File: config.mk
export PLATFORM = sky130hd
export DESIGN_NAME = branch_resolver_flat
export DESIGN_NICKNAME = d
export VERILOG_FILES = /design/src/rtl/bp_pkg.sv /design/src/rtl/branch_resolver_if.sv /design/src/rtl/bp_fifo.sv /design/src/rtl/branch_resolver.sv /design/src/flat_wrapper.sv
export SDC_FILE = /design/constraint.sdc
export NUM_CORES = 1
export LEC_CHECK = 0
export ABC_AREA = 1
export BUFFER_PORTS_ARGS = -buffer_cell sky130_fd_sc_hd__buf_2
export CAP_MARGIN = 20
export CORE_MARGIN = 1.5
export CORE_UTILIZATION = 58
export CTS_BUF_LIST = sky130_fd_sc_hd__clkbuf_4
export DETAILED_ROUTE_END_ITERATION = 8
export PLACE_DENSITY_LB_ADDON = 0.12
export SYNTH_ARGS = -nofsm -noshare
export SYNTH_HDL_FRONTEND = slang
export SYNTH_SLANG_ARGS = --single-unit
File: constraint.sdc
create_clock -name clk -period 3 [get_ports clk]
set_input_delay 0.6 -clock clk [delete_from_list [all_inputs] [get_ports clk]]
set_output_delay 0.6 -clock clk [all_outputs]
set_load 0.01 [all_outputs]
File: src/rtl/bp_pkg.sv
// ---------------------------------------------------------------------------
// bp_pkg
// Shared definitions for the branch resolver slice:
//   BP_DEPTH_DEF  - default in-flight prediction queue depth
//   BP_CNT_W_DEF  - default statistics counter width
//   bp_result_t   - registered outcome payload returned to the predictor
//   sat_max()     - all-ones value for a counter of a given width (1..32)
// ---------------------------------------------------------------------------
package bp_pkg;

    localparam int unsigned BP_DEPTH_DEF = 4;
    localparam int unsigned BP_CNT_W_DEF = 16;

    // Outcome payload presented to the predictor one cycle after a pop.
    typedef struct packed {
        logic valid;
        logic taken;
        logic mispredict;
    } bp_result_t;

    // Saturation ceiling for a counter of width w; widths above 32 clamp.
    function automatic logic [31:0] sat_max(input int unsigned w);
        if (w >= 32) begin
            return '1;
        end
        return (32'(1) << w) - 32'(1);
    endfunction

endpackage : bp_pkg

File: src/rtl/branch_resolver_if.sv
// ---------------------------------------------------------------------------
// branch_resolver_if
// Handshake bundle between the fetch/execute side and the branch resolver.
//   pred_valid / pred_taken       - new prediction issued this cycle
//   resolve_valid / resolve_taken - actual outcome of the oldest branch
//   result / taken / mispredict   - registered one-cycle outcome pulse
// master: predictor/execute side; slave: branch_resolver.
// ---------------------------------------------------------------------------
interface branch_resolver_if;

    logic pred_valid;
    logic pred_taken;
    logic resolve_valid;
    logic resolve_taken;
    logic result;
    logic taken;
    logic mispredict;

    modport master (
        output pred_valid,
        output pred_taken,
        output resolve_valid,
        output resolve_taken,
        input  result,
        input  taken,
        input  mispredict
    );

    modport slave (
        input  pred_valid,
        input  pred_taken,
        input  resolve_valid,
        input  resolve_taken,
        output result,
        output taken,
        output mispredict
    );

endinterface : branch_resolver_if

File: src/rtl/bp_fifo.sv
// ---------------------------------------------------------------------------
// bp_fifo
// Single-bit prediction queue with a registered occupancy count.
//   clk, rst_n  - clock, async active-low reset
//   push_i      - write wdata_i at the tail (ignored when full unless popping)
//   pop_i       - advance the head (ignored when empty)
//   clear_i     - drop every entry; overrides push/pop in the same cycle
//   wdata_i     - predicted direction to enqueue
//   rdata_c     - combinational view of the oldest entry
//   count_o     - registered occupancy
//   full_o      - registered, occupancy == DEPTH
//   empty_o     - registered, occupancy == 0
// ---------------------------------------------------------------------------
module bp_fifo #(
    parameter int unsigned DEPTH = 4
) (
    input  logic                   clk,
    input  logic                   rst_n,
    input  logic                   push_i,
    input  logic                   pop_i,
    input  logic                   clear_i,
    input  logic                   wdata_i,
    output logic                   rdata_c,
    output logic [$clog2(DEPTH):0] count_o,
    output logic                   full_o,
    output logic                   empty_o
);

    localparam int unsigned PTR_W = $clog2(DEPTH);
    localparam int unsigned OCC_W = PTR_W + 1;

    logic [DEPTH-1:0] mem_q, mem_d;
    logic [PTR_W-1:0] wptr_q, wptr_d;
    logic [PTR_W-1:0] rptr_q, rptr_d;
    logic [OCC_W-1:0] count_q, count_d;
    logic             full_q, empty_q;
    logic             push_ok_c, pop_ok_c;

    // Legality is judged on the registered count, never on a pointer compare.
    assign pop_ok_c  = pop_i && (count_q != '0);
    assign push_ok_c = push_i && ((count_q != OCC_W'(DEPTH)) || pop_ok_c);

    // Next-state: DEPTH is a power of two, so pointers wrap by natural overflow.
    always_comb begin
        mem_d   = mem_q;
        wptr_d  = wptr_q;
        rptr_d  = rptr_q;
        count_d = count_q;
        if (clear_i) begin
            wptr_d  = '0;
            rptr_d  = '0;
            count_d = '0;
        end else begin
            if (push_ok_c) begin
                mem_d[wptr_q] = wdata_i;
                wptr_d        = wptr_q + PTR_W'(1);
            end
            if (pop_ok_c) begin
                rptr_d = rptr_q + PTR_W'(1);
            end
            unique case ({push_ok_c, pop_ok_c})
                2'b10:   count_d = count_q + OCC_W'(1);
                2'b01:   count_d = count_q - OCC_W'(1);
                default: count_d = count_q;
            endcase
        end
    end

    // State register; flags are registered from the next occupancy.
    always_ff @(posedge clk or negedge rst_n) begin
        if (!rst_n) begin
            mem_q   <= '0;
            wptr_q  <= '0;
            rptr_q  <= '0;
            count_q <= '0;
            full_q  <= 1'b0;
            empty_q <= 1'b1;
        end else begin
            mem_q   <= mem_d;
            wptr_q  <= wptr_d;
            rptr_q  <= rptr_d;
            count_q <= count_d;
            full_q  <= (count_d == OCC_W'(DEPTH));
            empty_q <= (count_d == '0);
        end
    end

    assign rdata_c = mem_q[rptr_q];
    assign count_o = count_q;
    assign full_o  = full_q;
    assign empty_o = empty_q;

endmodule : bp_fifo

File: src/rtl/branch_resolver.sv
// ---------------------------------------------------------------------------
// branch_resolver
// Tracks in-flight branch predictions, compares each against the resolved
// outcome and returns a registered result pulse to the predictor.
//   clk, rst_n        - clock, async active-low reset
//   bus (slave)       - prediction/resolve inputs, result/taken/mispredict out
//   full, empty       - queue occupancy flags
//   pending           - queue occupancy
//   branch_count      - saturating count of resolved branches
//   mispredict_count  - saturating count of mispredicted branches
//   overflow_err      - sticky: a push was dropped on a full queue
//   underflow_err     - sticky: a resolve arrived with the queue empty
// CNT_W is supported in the range 1..32.
// ---------------------------------------------------------------------------
module branch_resolver
    import bp_pkg::*;
#(
    parameter int unsigned DEPTH = BP_DEPTH_DEF,
    parameter int unsigned CNT_W = BP_CNT_W_DEF
) (
    input  logic                   clk,
    input  logic                   rst_n,
    branch_resolver_if.slave       bus,
    output logic                   full,
    output logic                   empty,
    output logic [$clog2(DEPTH):0] pending,
    output logic [CNT_W-1:0]       branch_count,
    output logic [CNT_W-1:0]       mispredict_count,
    output logic                   overflow_err,
    output logic                   underflow_err
);

    localparam logic [CNT_W-1:0] CNT_MAX = CNT_W'(sat_max(CNT_W));

    logic                   head_c;
    logic                   fifo_full;
    logic                   fifo_empty;
    logic [$clog2(DEPTH):0] fifo_count;
    logic                   pop_c, push_c, mis_c;

    bp_result_t       res_q, res_d;
    logic [CNT_W-1:0] bcnt_q, bcnt_d;
    logic [CNT_W-1:0] mcnt_q, mcnt_d;
    logic             ovf_q, ovf_d;
    logic             udf_q, udf_d;

    // A mispredict flushes the queue, so the same-cycle push is discarded too.
    assign pop_c  = bus.resolve_valid && !fifo_empty;
    assign mis_c  = pop_c && (head_c != bus.resolve_taken);
    assign push_c = bus.pred_valid && (!fifo_full || pop_c) && !mis_c;

    bp_fifo #(
        .DEPTH (DEPTH)
    ) u_fifo (
        .clk     (clk),
        .rst_n   (rst_n),
        .push_i  (push_c),
        .pop_i   (pop_c),
        .clear_i (mis_c),
        .wdata_i (bus.pred_taken),
        .rdata_c (head_c),
        .count_o (fifo_count),
        .full_o  (fifo_full),
        .empty_o (fifo_empty)
    );

    // Next-state for result payload, statistics and sticky error flags.
    always_comb begin
        res_d            = '0;
        bcnt_d           = bcnt_q;
        mcnt_d           = mcnt_q;
        ovf_d            = ovf_q;
        udf_d            = udf_q;

        res_d.valid      = pop_c;
        res_d.taken      = pop_c && bus.resolve_taken;
        res_d.mispredict = mis_c;

        if (pop_c && (bcnt_q != CNT_MAX)) begin
            bcnt_d = bcnt_q + CNT_W'(1);
        end
        if (mis_c && (mcnt_q != CNT_MAX)) begin
            mcnt_d = mcnt_q + CNT_W'(1);
        end
        // A push alongside a pop on a full queue is legal, not an overflow.
        if (bus.pred_valid && fifo_full && !pop_c) begin
            ovf_d = 1'b1;
        end
        if (bus.resolve_valid && fifo_empty) begin
            udf_d = 1'b1;
        end
    end

    always_ff @(posedge clk or negedge rst_n) begin
        if (!rst_n) begin
            res_q  <= '0;
            bcnt_q <= '0;
            mcnt_q <= '0;
            ovf_q  <= 1'b0;
            udf_q  <= 1'b0;
        end else begin
            res_q  <= res_d;
            bcnt_q <= bcnt_d;
            mcnt_q <= mcnt_d;
            ovf_q  <= ovf_d;
            udf_q  <= udf_d;
        end
    end

    assign bus.result       = res_q.valid;
    assign bus.taken        = res_q.taken;
    assign bus.mispredict   = res_q.mispredict;
    assign full             = fifo_full;
    assign empty            = fifo_empty;
    assign pending          = fifo_count;
    assign branch_count     = bcnt_q;
    assign mispredict_count = mcnt_q;
    assign overflow_err     = ovf_q;
    assign underflow_err    = udf_q;

endmodule : branch_resolver

File: src/flat_wrapper.sv
// flat-port wrapper written by rule: the top's interface ports become plain ports
module branch_resolver_flat import bp_pkg::*;
#(
    parameter int unsigned DEPTH = BP_DEPTH_DEF,
    parameter int unsigned CNT_W = BP_CNT_W_DEF
)
  (clk, rst_n, full, empty, pending, branch_count, mispredict_count, overflow_err, underflow_err, bus_pred_valid, bus_pred_taken, bus_resolve_valid, bus_resolve_taken, bus_result, bus_taken, bus_mispredict);
  branch_resolver_if bus_i ();
  input  logic clk;
  input  logic rst_n;
  output logic full;
  output logic empty;
  output logic [$clog2(DEPTH):0] pending;
  output logic [CNT_W-1:0] branch_count;
  output logic [CNT_W-1:0] mispredict_count;
  output logic overflow_err;
  output logic underflow_err;
  input wire logic [$bits(bus_i.pred_valid)-1:0] bus_pred_valid;
  input wire logic [$bits(bus_i.pred_taken)-1:0] bus_pred_taken;
  input wire logic [$bits(bus_i.resolve_valid)-1:0] bus_resolve_valid;
  input wire logic [$bits(bus_i.resolve_taken)-1:0] bus_resolve_taken;
  output wire logic [$bits(bus_i.result)-1:0] bus_result;
  output wire logic [$bits(bus_i.taken)-1:0] bus_taken;
  output wire logic [$bits(bus_i.mispredict)-1:0] bus_mispredict;
  assign bus_i.pred_valid = bus_pred_valid;
  assign bus_i.pred_taken = bus_pred_taken;
  assign bus_i.resolve_valid = bus_resolve_valid;
  assign bus_i.resolve_taken = bus_resolve_taken;
  assign bus_result = bus_i.result;
  assign bus_taken = bus_i.taken;
  assign bus_mispredict = bus_i.mispredict;
  branch_resolver #(.DEPTH(DEPTH), .CNT_W(CNT_W)) u_core (.clk(clk), .rst_n(rst_n), .bus(bus_i), .full(full), .empty(empty), .pending(pending), .branch_count(branch_count), .mispredict_count(mispredict_count), .overflow_err(overflow_err), .underflow_err(underflow_err));
endmodule
==> impl_metrics.ini <==
[outcome]
status = finished clean

[placed_design]
dpl.hpwl_microns = 4250
dpl.cell_count = 476
placedInstanceArea_sq_um = 3190
portBuffers = 47
place_congestion = 0.910

[detailed_routing]
initialDrtViolationCount = 95
wl_per_cell_microns = 12.2
vias_per_cell = 5.07
drc = 0
wl_microns = 5890
dr_total_vias = 2452
dr.pass1.iters = 4
ant_nets = 0

[global_routing]
grt_pass1_vias = 2263
grt_first_pass_wirelength_microns = 10000
grt_max_degree = 27
grt_use_total_pct = 23.2
antenna_found_initial = 0
grt_overflow = 0

[clock_tree]
post_cts_resized = 0
cts_tree = yes
cts_buffer_depth = 2
clk_pin_slew_worst_paths_ns = 0.14
cts_htree_levels = 2
numClockSinks = 50
cts_buffers = 5
holdBufCountCts = 0
cts_root_buf = clkbuf_4
post_cts_buffers = 0
clk_latency_ns = 0.36

[yosys]
seq_area_frac_synth_pct = 42.8
synthCells = 367
synth.distinct_cells = 29
synth_area_sq_um = 2920
synthFlopType = dfrtp_1
synth_nets = 381
yosys_warnings = 0
async_reset_ff_share_pct = 100
syn_area_per_cell_sq_um = 7.97
synth_edf_count = 0
ys_ff_latch = 50

[finish]
final_cells = 484
drive_above_1_share_pct = 23.3
area_growth_pct = 12.0
diodes = 0
fillers = 422
final_nets = 430
fin_area_sq_um = 3280

[power]
powerDensity_nw_per_um2 = 727
power_leakage_nw = 1.73
ir_worst_vdd_uv = 550

[timing]
max_slew_margin_pct = 62.8
fin_tns_setup_ns = 0
tightest_slew_ns = 0.558
finClkSkew_ns = 0.00983
report.final.slew_viol_count = 0
finalSetupViolations = 0
max_freq_ghz = 0.405
period_share_pct = 82.3
period_needed_ns = 2.47
rsz0062_at_grt = no
final_hold_viol_count = 0

[critical_path]
path_max_fanout = 6
rrSetupSlack_ns = 0.53
crit_top_cell = nand2_1
cp_cell_sequence = nor2_2, inv_2, nand2_1, nand2_1, nor2_1, nand2_1, ha_1, fa_1, mux2_2, o21ai_0, nand2_1, inv_1
critPathMaxStageDelay_ns = 0.44
worst_setup_path_start_kind = flop
slowest_stage = fa_1
r2r_start = u_core.u_fifo.empty_o
arrival_ns = 2.78
critPathCapture = u_core.u_fifo.full_o
worstSetupPathType = reg -> reg
cp.required_ns = 3.31
regToRegEndpoint = u_core.u_fifo.full_o
reg2regPathDepth = 12
cp-end-kind = flop
startpoint = u_core.u_fifo.empty_o

[die]
fp.dieW_microns = 74.0
core_sq_um = 4790
num_rows = 25
dieHeight_microns = 74.0
die_area_sq_um = 5480
io_pins = 48
start_util_pct = 61.1

[run]
maxCapViolCount = 0

[min_path]
hold_class = in -> async
power breakdown:
part / internal (mW) / switching [mW]
clock: 0.195 / 0.209
combinational: 0.366 / 0.577
sequential: 0.850 / 0.184
synth_stat cells (3+ instances only):
cell / n / share of area, %
o21ai_1: 4 / 0.68
nand4_1: 9 / 1.9
o21ai_0: 7 / 1.2
xnor2_1: 15 / 4.5
inv_1: 28 / 3.6
ha_1: 7 / 3.0
buf_2: 3 / 0.51
nand3_1: 45 / 7.7
xor2_1: 11 / 3.3
nor3_1: 4 / 0.68
dfrtp_1: 49 / 42
nor2_1: 31 / 4.0
nand2_2: 22 / 4.7
nand2_1: 108 / 14
inv_2: 6 / 0.77
area by class of cell:
class	count	area [sq um]	share of cell area (%)
multi-input combinational	275	1470	44.9
inverter	34	128	3.90
timing repair buffer	50	258	7.87
sequential	50	1250	38.2
tap	67	83.8	2.56
clock buffer	7	52.6	1.60
clock inverter	1	30.0	0.917
cell usage in the layout (no fill, tap or decap), types with 9 or more instances in the layout:
cell type	Yosys	routed
dfrtp_1	49	49
xor2_1	11	11
nand3_1	45	45
nand2_2	22	22
buf_2	3	47
nor2_1	31	31
inv_1	28	28
xnor2_1	15	15
nand2_1	108	108
nand4_1	9	9
cells by family (layout without fill, tap and decap cells):
group | count (synthesis) | count (layout) | share of synthesized area [%]
xor gates and xnor gates | 26 | 26 | 7.79
muxes | 1 | 1 | 0.385
AOI/OAI and AO/OA | 13 | 13 | 2.44
DFF | 50 | 50 | 42.8
adders and majority gates | 8 | 8 | 3.68
buffers and inverters | 42 | 92 | 6.85
and+or+nand+nor | 227 | 227 | 36.0
per-stage QoR:
step	total power, mW	hold WS [ns]	util [%]	setup WS [ns]
global placement	1.95	0.434	66.7	0.334
finish	2.38	0.202	68.4	0.530
floorplan	1.73	0.304	-	0.562
detailed placement	1.99	0.447	66.7	0.212
global route	2.58	0.238	68.4	0.301
CTS	2.40	0.208	68.4	0.514
worst min path at each step:
stage                               startpoint                          end  slack [ns]
after floorplan                          rst_n       u_core.branch_count[0]        0.30
after global placement    u_core.underflow_err         u_core.underflow_err        0.43
after detailed placement  u_core.underflow_err         u_core.underflow_err        0.45
after CTS                                rst_n  u_core.mispredict_count[10]        0.21
after global routing                     rst_n  u_core.mispredict_count[10]        0.24
final                                    rst_n  u_core.mispredict_count[10]        0.20
sequential cells by signal, summed over array words and instances (netlist names):
name,flops
u_core.bus.taken,1
u_core.u_fifo.empty_o,1
u_core.mispredict_count,16
u_core.bus.result,1
u_core.u_fifo.mem_q,4
u_core.underflow_err,1
u_core.u_fifo.wptr_q,2
u_core.u_fifo.rptr_q,2
u_core.u_fifo.count_o,3
u_core.bus.mispredict,1
u_core.u_fifo.full_o,1
u_core.overflow_err,1
u_core.branch_count,16
critical path: cells and delay by family (launching register included):
kind / cells / cell delay [ns]
buffers and inverters: 2 / 0.17
flip-flops: 1 / 0.40
AND/OR/NAND/NOR: 6 / 0.66
multiplexers: 1 / 0.28
AO/OA/AOI/OAI: 1 / 0.23
adder cells (fa/ha/maj): 2 / 0.67
routing by layer:
layer / up-vias / GRT usage (%) / part of all wire [%]
li1: 1263 / - / -
met1: 1117 / 31.3 / 49
met2: 65 / 36.9 / 45
met3: 7 / 4.74 / 4.9
met4: 0 / 8.85 / 1.3
met5: - / 0 / 0
Power figures use the tool's default switching activity.
